## config.mk

```make
export PLATFORM = sky130hd
export DESIGN_NAME = din_debounce_sync
export DESIGN_NICKNAME = d
export VERILOG_FILES = /design/src/rtl/din_debounce_sync.sv
export SDC_FILE = /design/constraint.sdc
export NUM_CORES = 1
export LEC_CHECK = 0
export BUFFER_PORTS_ARGS = -buffer_cell sky130_fd_sc_hd__clkbuf_2
export CAP_MARGIN = 20
export CORE_MARGIN = 2
export CORE_UTILIZATION = 53
export DETAILED_ROUTE_END_ITERATION = 8
export PLACE_DENSITY_LB_ADDON = 0.15
export SETUP_SLACK_MARGIN = 0.4
export SYNTH_ARGS = -nofsm -noshare
export SYNTH_HDL_FRONTEND = slang
export SYNTH_SLANG_ARGS = --single-unit
```

## constraint.sdc

```tcl
create_clock -name clk -period 2 [get_ports clk]
set_input_delay 0.1 -clock clk [delete_from_list [all_inputs] [get_ports clk]]
set_output_delay 0.1 -clock clk [all_outputs]
set_load 0.02 [all_outputs]
```

## src/rtl/din_debounce_sync.sv

```systemverilog
// din_debounce_sync
//   Conditions a raw asynchronous input (button/switch) for the downstream
//   single-bit D flip-flop: synchronizes it into the clk domain, accepts a
//   change only after STABLE consecutive identical synchronized samples, and
//   derives edge pulses, a toggle and a wrapping press counter.
//
// Parameters
//   SYNC_STAGES : synchronizer depth (>= 2)
//   STABLE      : consecutive identical samples required to accept a change (>= 2)
//   CNT_W       : stable-counter width, 2**CNT_W must exceed STABLE
//   PRESS_W     : press-counter width
//
// Ports
//   clk        in   system clock, all state updates on posedge
//   rst        in   asynchronous active-high reset, clears all state
//   din        in   raw asynchronous input
//   level      out  debounced level, feeds D of the downstream flip-flop
//   rise       out  one-cycle pulse on an accepted 0->1 change
//   fall       out  one-cycle pulse on an accepted 1->0 change
//   tog        out  inverts on every rise pulse
//   press_cnt  out  accepted-rise count, wraps modulo 2**PRESS_W
module din_debounce_sync #(
    parameter int unsigned SYNC_STAGES = 2,
    parameter int unsigned STABLE      = 4,
    parameter int unsigned CNT_W       = 3,
    parameter int unsigned PRESS_W     = 4
) (
    input  logic               clk,
    input  logic               rst,
    input  logic               din,
    output logic               level,
    output logic               rise,
    output logic               fall,
    output logic               tog,
    output logic [PRESS_W-1:0] press_cnt
);

    typedef enum logic [1:0] {
        S_LOW     = 2'd0,
        S_QUAL_HI = 2'd1,
        S_HIGH    = 2'd2,
        S_QUAL_LO = 2'd3
    } state_t;

    // Counter value at which the STABLE-th identical sample is being seen.
    localparam logic [CNT_W-1:0] CNT_LAST = CNT_W'(STABLE - 1);

    logic [SYNC_STAGES-1:0] sync_q;
    logic                   din_s;

    state_t                 state_q;
    logic [CNT_W-1:0]       cnt_q;
    logic                   level_q;
    logic                   rise_q;
    logic                   fall_q;
    logic                   tog_q;
    logic [PRESS_W-1:0]     press_cnt_q;

    logic [CNT_W-1:0]       cnt_d;
    logic                   tog_d;
    logic [PRESS_W-1:0]     press_cnt_d;

    // ------------------------------------------------------------------
    // Synchronizer: plain shift chain, nothing between stages.
    // ------------------------------------------------------------------
    always_ff @(posedge clk or posedge rst) begin
        if (rst) begin
            sync_q <= '0;
        end else begin
            sync_q <= {sync_q[SYNC_STAGES-2:0], din};
        end
    end

    assign din_s = sync_q[SYNC_STAGES-1];

    // ------------------------------------------------------------------
    // Arithmetic helpers used by the FSM on the accepting edge.
    // ------------------------------------------------------------------
    always_comb begin
        cnt_d       = cnt_q + 1'b1;
        tog_d       = ~tog_q;
        press_cnt_d = press_cnt_q + 1'b1;
    end

    // ------------------------------------------------------------------
    // Debounce FSM with registered outputs. rise/fall default low so
    // each is asserted for exactly the accepting edge only.
    // ------------------------------------------------------------------
    always_ff @(posedge clk or posedge rst) begin
        if (rst) begin
            state_q     <= S_LOW;
            cnt_q       <= '0;
            level_q     <= 1'b0;
            rise_q      <= 1'b0;
            fall_q      <= 1'b0;
            tog_q       <= 1'b0;
            press_cnt_q <= '0;
        end else begin
            rise_q <= 1'b0;
            fall_q <= 1'b0;
            case (state_q)
                S_LOW: begin
                    level_q <= 1'b0;
                    if (din_s) begin
                        state_q <= S_QUAL_HI;
                        cnt_q   <= CNT_W'(1);
                    end else begin
                        cnt_q   <= '0;
                    end
                end

                S_QUAL_HI: begin
                    if (!din_s) begin
                        // Excursion too short: drop back without a pulse.
                        state_q <= S_LOW;
                        cnt_q   <= '0;
                    end else if (cnt_q == CNT_LAST) begin
                        state_q     <= S_HIGH;
                        cnt_q       <= '0;
                        level_q     <= 1'b1;
                        rise_q      <= 1'b1;
                        tog_q       <= tog_d;
                        press_cnt_q <= press_cnt_d;
                    end else begin
                        cnt_q <= cnt_d;
                    end
                end

                S_HIGH: begin
                    level_q <= 1'b1;
                    if (!din_s) begin
                        state_q <= S_QUAL_LO;
                        cnt_q   <= CNT_W'(1);
                    end else begin
                        cnt_q   <= '0;
                    end
                end

                S_QUAL_LO: begin
                    if (din_s) begin
                        state_q <= S_HIGH;
                        cnt_q   <= '0;
                    end else if (cnt_q == CNT_LAST) begin
                        state_q <= S_LOW;
                        cnt_q   <= '0;
                        level_q <= 1'b0;
                        fall_q  <= 1'b1;
                    end else begin
                        cnt_q <= cnt_d;
                    end
                end

                default: begin
                    state_q <= S_LOW;
                    cnt_q   <= '0;
                    level_q <= 1'b0;
                end
            endcase
        end
    end

    assign level     = level_q;
    assign rise      = rise_q;
    assign fall      = fall_q;
    assign tog       = tog_q;
    assign press_cnt = press_cnt_q;

endmodule

```

==> impl_metrics.toml <==
[timing]
setup_ws_ns = 0.4311
fin_worst_skew_ns = 0.003533
slew-limit-headroom = 0.6301
worst_pin_slew_ns = 0.5542
fin_crit_sh = 0.7844
setup_viol_count_final = 0
rsz0062_at_grt = "yes"
tns_ns = 0
hold_violations = 0
fin_crit_ns = 1.569
clock.fmax_mhz = 637.4
slew_viol_final = 0

[floorplan]
start_util = 0.5764
coreArea_um2 = 1318
fp.dieW_um = 41.86
io_pins = 11
rows = 13
die_area_um2 = 1752
die_h_um = 41.86

[routing]
highest_layer = "met4"
drcViolationCount = 0
route.antenna.remaining_nets = 0
met2_length_um = 616
vias = 506
drt_iter0_drc = 1
wl_per_cell_um = 13.96
met1_length_um = 627
wl_met3_um = 27
wl_mm = 1.298
dr.pass1.iters = 2
routed_via_density = 5.441

[global_routing]
antenna_found_initial = 0
grt_overflow = 0
grt_usage = 0.1703
grt_pass1_wl_mm = 2.235
grt_max_degree = 16
grt_pass1_vias = 529

[final_layout]
layout_commonest_cell = "dfrtp_1"
fin_nets = 89
final_cell_count_no_fill = 93
final_cell_mix = "dfrtp_1, clkbuf_2, ha_1"
drive_gt1_frac = 0.3846
antenna_cells = 0
area_growth_syn_to_layout_pct = 20.92

[placed_design]
place.gp.congestion = 0.7240
dpl.cell_count = 83
place_ws_ns = 0.3373
io_buffers = 10
hpwl_um = 921.8

[yosys]
syn_area_um2 = 759.5
avgSynthCellArea_um2 = 12.66
synth_flop_cell = "dfrtp_1"
seq_area_frac_synth = 0.4942
synth.distinct_cells = 27
async_reset_ff_frac = 1.000
yosys.area.top_type = "dfrtp_1"
syn_nets = 70
netlist.area_leader.share = 0.4942
ys.warnings.count = 0
synth-edff-count = 0
synth_area_leaders = "dfrtp_1, ha_1, mux2_2"
syn_inst = 60
synth-seq-cells = 15

[worst_setup_path]
end_kind = "flop"
path_buf_inv = 1
critPathSlowestCell = "dfrtp_1"
r2r_cells = 4
worstSetupStartpointType = "flop"
r2r-end = "press_cnt[1]$_DFFE_PP0P_"
arrival_ns = 1.74
cpPeakStageDelay_ns = 0.43
path_class = "reg -> reg"
cp_max_fo = 6
crit_chain = "inv_2 > ha_2 > and4b_2 > mux2_2"
reg2reg_slack_ns = 0.43
path_delay_family = "flip-flops"
worstPathRequired_ns = 2.17

[clock_tree]
clock-root-buffer = "clkbuf_4"
clk_pin_slew_ns = 0.09
htreeDepth = 1
cts_inserted_buffers = 3
clk_latency_ns = 0.28
cts_sinks = 15
clockBufferDepth = 2
cts_tree = "done"

[hold_path]
hold_path_startpoint = "sync_q[0]$_DFF_PP0_"
hp-class = "reg -> reg"
min_to = "sync_q[1]$_DFF_PP0_"
hold_depth = 0

[pwr]
power_density_nw_per_um2 = 1269
ir_drop_uv = 662.8
leakage_nw = 0.4626

[run_status]
status = "finished clean"

[flow_run]
maxCapViolations = 0
registers in the layout, indices dropped and copies added (netlist names), named ones only:
| signal | flops |
|---|---|
| sync_q | 2 |
| cnt_q | 3 |
| state_q | 1 |
| rise | 1 |
| fall | 1 |
| tog | 1 |
| level | 1 |
| press_cnt | 4 |
per-layer routing:
layer,global-route usage,vias to the layer above
met1,0.2080,247
met2,0.2844,8
met4,0.07742,0
met5,0,-
met3,0.03913,4
li1,-,247
worst max-delay path by stage:
stage / from / end / slack, ns / cells past startpoint
floorplan: flop / press_cnt[1]$_DFFE_PP0P_ / 0.48 / 5
detailed placement: flop / press_cnt[1]$_DFFE_PP0P_ / 0.34 / 4
finish: flop / press_cnt[1]$_DFFE_PP0P_ / 0.43 / 4
global placement: flop / press_cnt[1]$_DFFE_PP0P_ / 0.39 / 4
CTS: flop / press_cnt[1]$_DFFE_PP0P_ / 0.41 / 4
global route: state_q[0]$_DFFE_PP0P_ / state_q[0]$_DFFE_PP0P_ / 0.38 / 5
cell type report:
type                    count  area, µm²
clock buffers               4      26.28
fillers                   111      399.1
inverters                   4      15.01
multi-input cells          39      382.9
flip-flops and latches     15      375.4
well taps                  15      18.77
repair buffers             16      100.1
power breakdown:
part | total [W] | switching [W] | internal [W] | leakage [nW]
combinational | 0.000568 | 0.000280 | 0.000288 | 0.252
clock | 0.000172 | 0.0000948 | 0.0000773 | 0.0150
sequential | 0.000425 | 0.0000569 | 0.000368 | 0.195
cells in the mapped netlist, types with 2 or more instances:
library cell	n
dfrtp_1	15
ha_1	7
inv_1	4
mux2_2	2
mux2i_1	2
nand2_1	2
nor2_1	2
nor2b_1	2
nor3_1	3
nor4b_1	2
xnor2_1	2
xor2_1	2
timing repair:
action                                  CTS  global route
hold endpoints to repair                 16             0
hold buffers                              2             0
resized for setup                         2             5
setup buffers                             2             2
endpoints found under the setup margin    3             5
pin swaps                                 0             0
logic make-up (layout without fill, tap and decap cells):
group	after synthesis	in the layout	share of synthesized area
and+or+nand+nor	16	16	0.1302
AOI/OAI and AO/OA	6	6	0.07908
DFF	15	15	0.4942
xor gates and xnor gates	4	4	0.04614
muxes	6	6	0.09389
adders and majority gates	7	7	0.1153
buffers and inverters	6	24	0.04117
through the flow:
stage	instance area, µm²	total power [W]	utilization	hold WS [ns]
after detailed placement	812.0	0.0008951	0.6163	0.1627
after global placement	812.0	0.0008806	0.6163	0.1478
final	918.4	0.001165	0.6971	0.3658
after CTS	877.1	0.001097	0.6657	0.3668
after global routing	918.4	0.001261	0.6971	0.3724
after floorplan	759.5	0.0007925	-	0.001479
No activity file was read; power rests on OpenSTA's default activity.
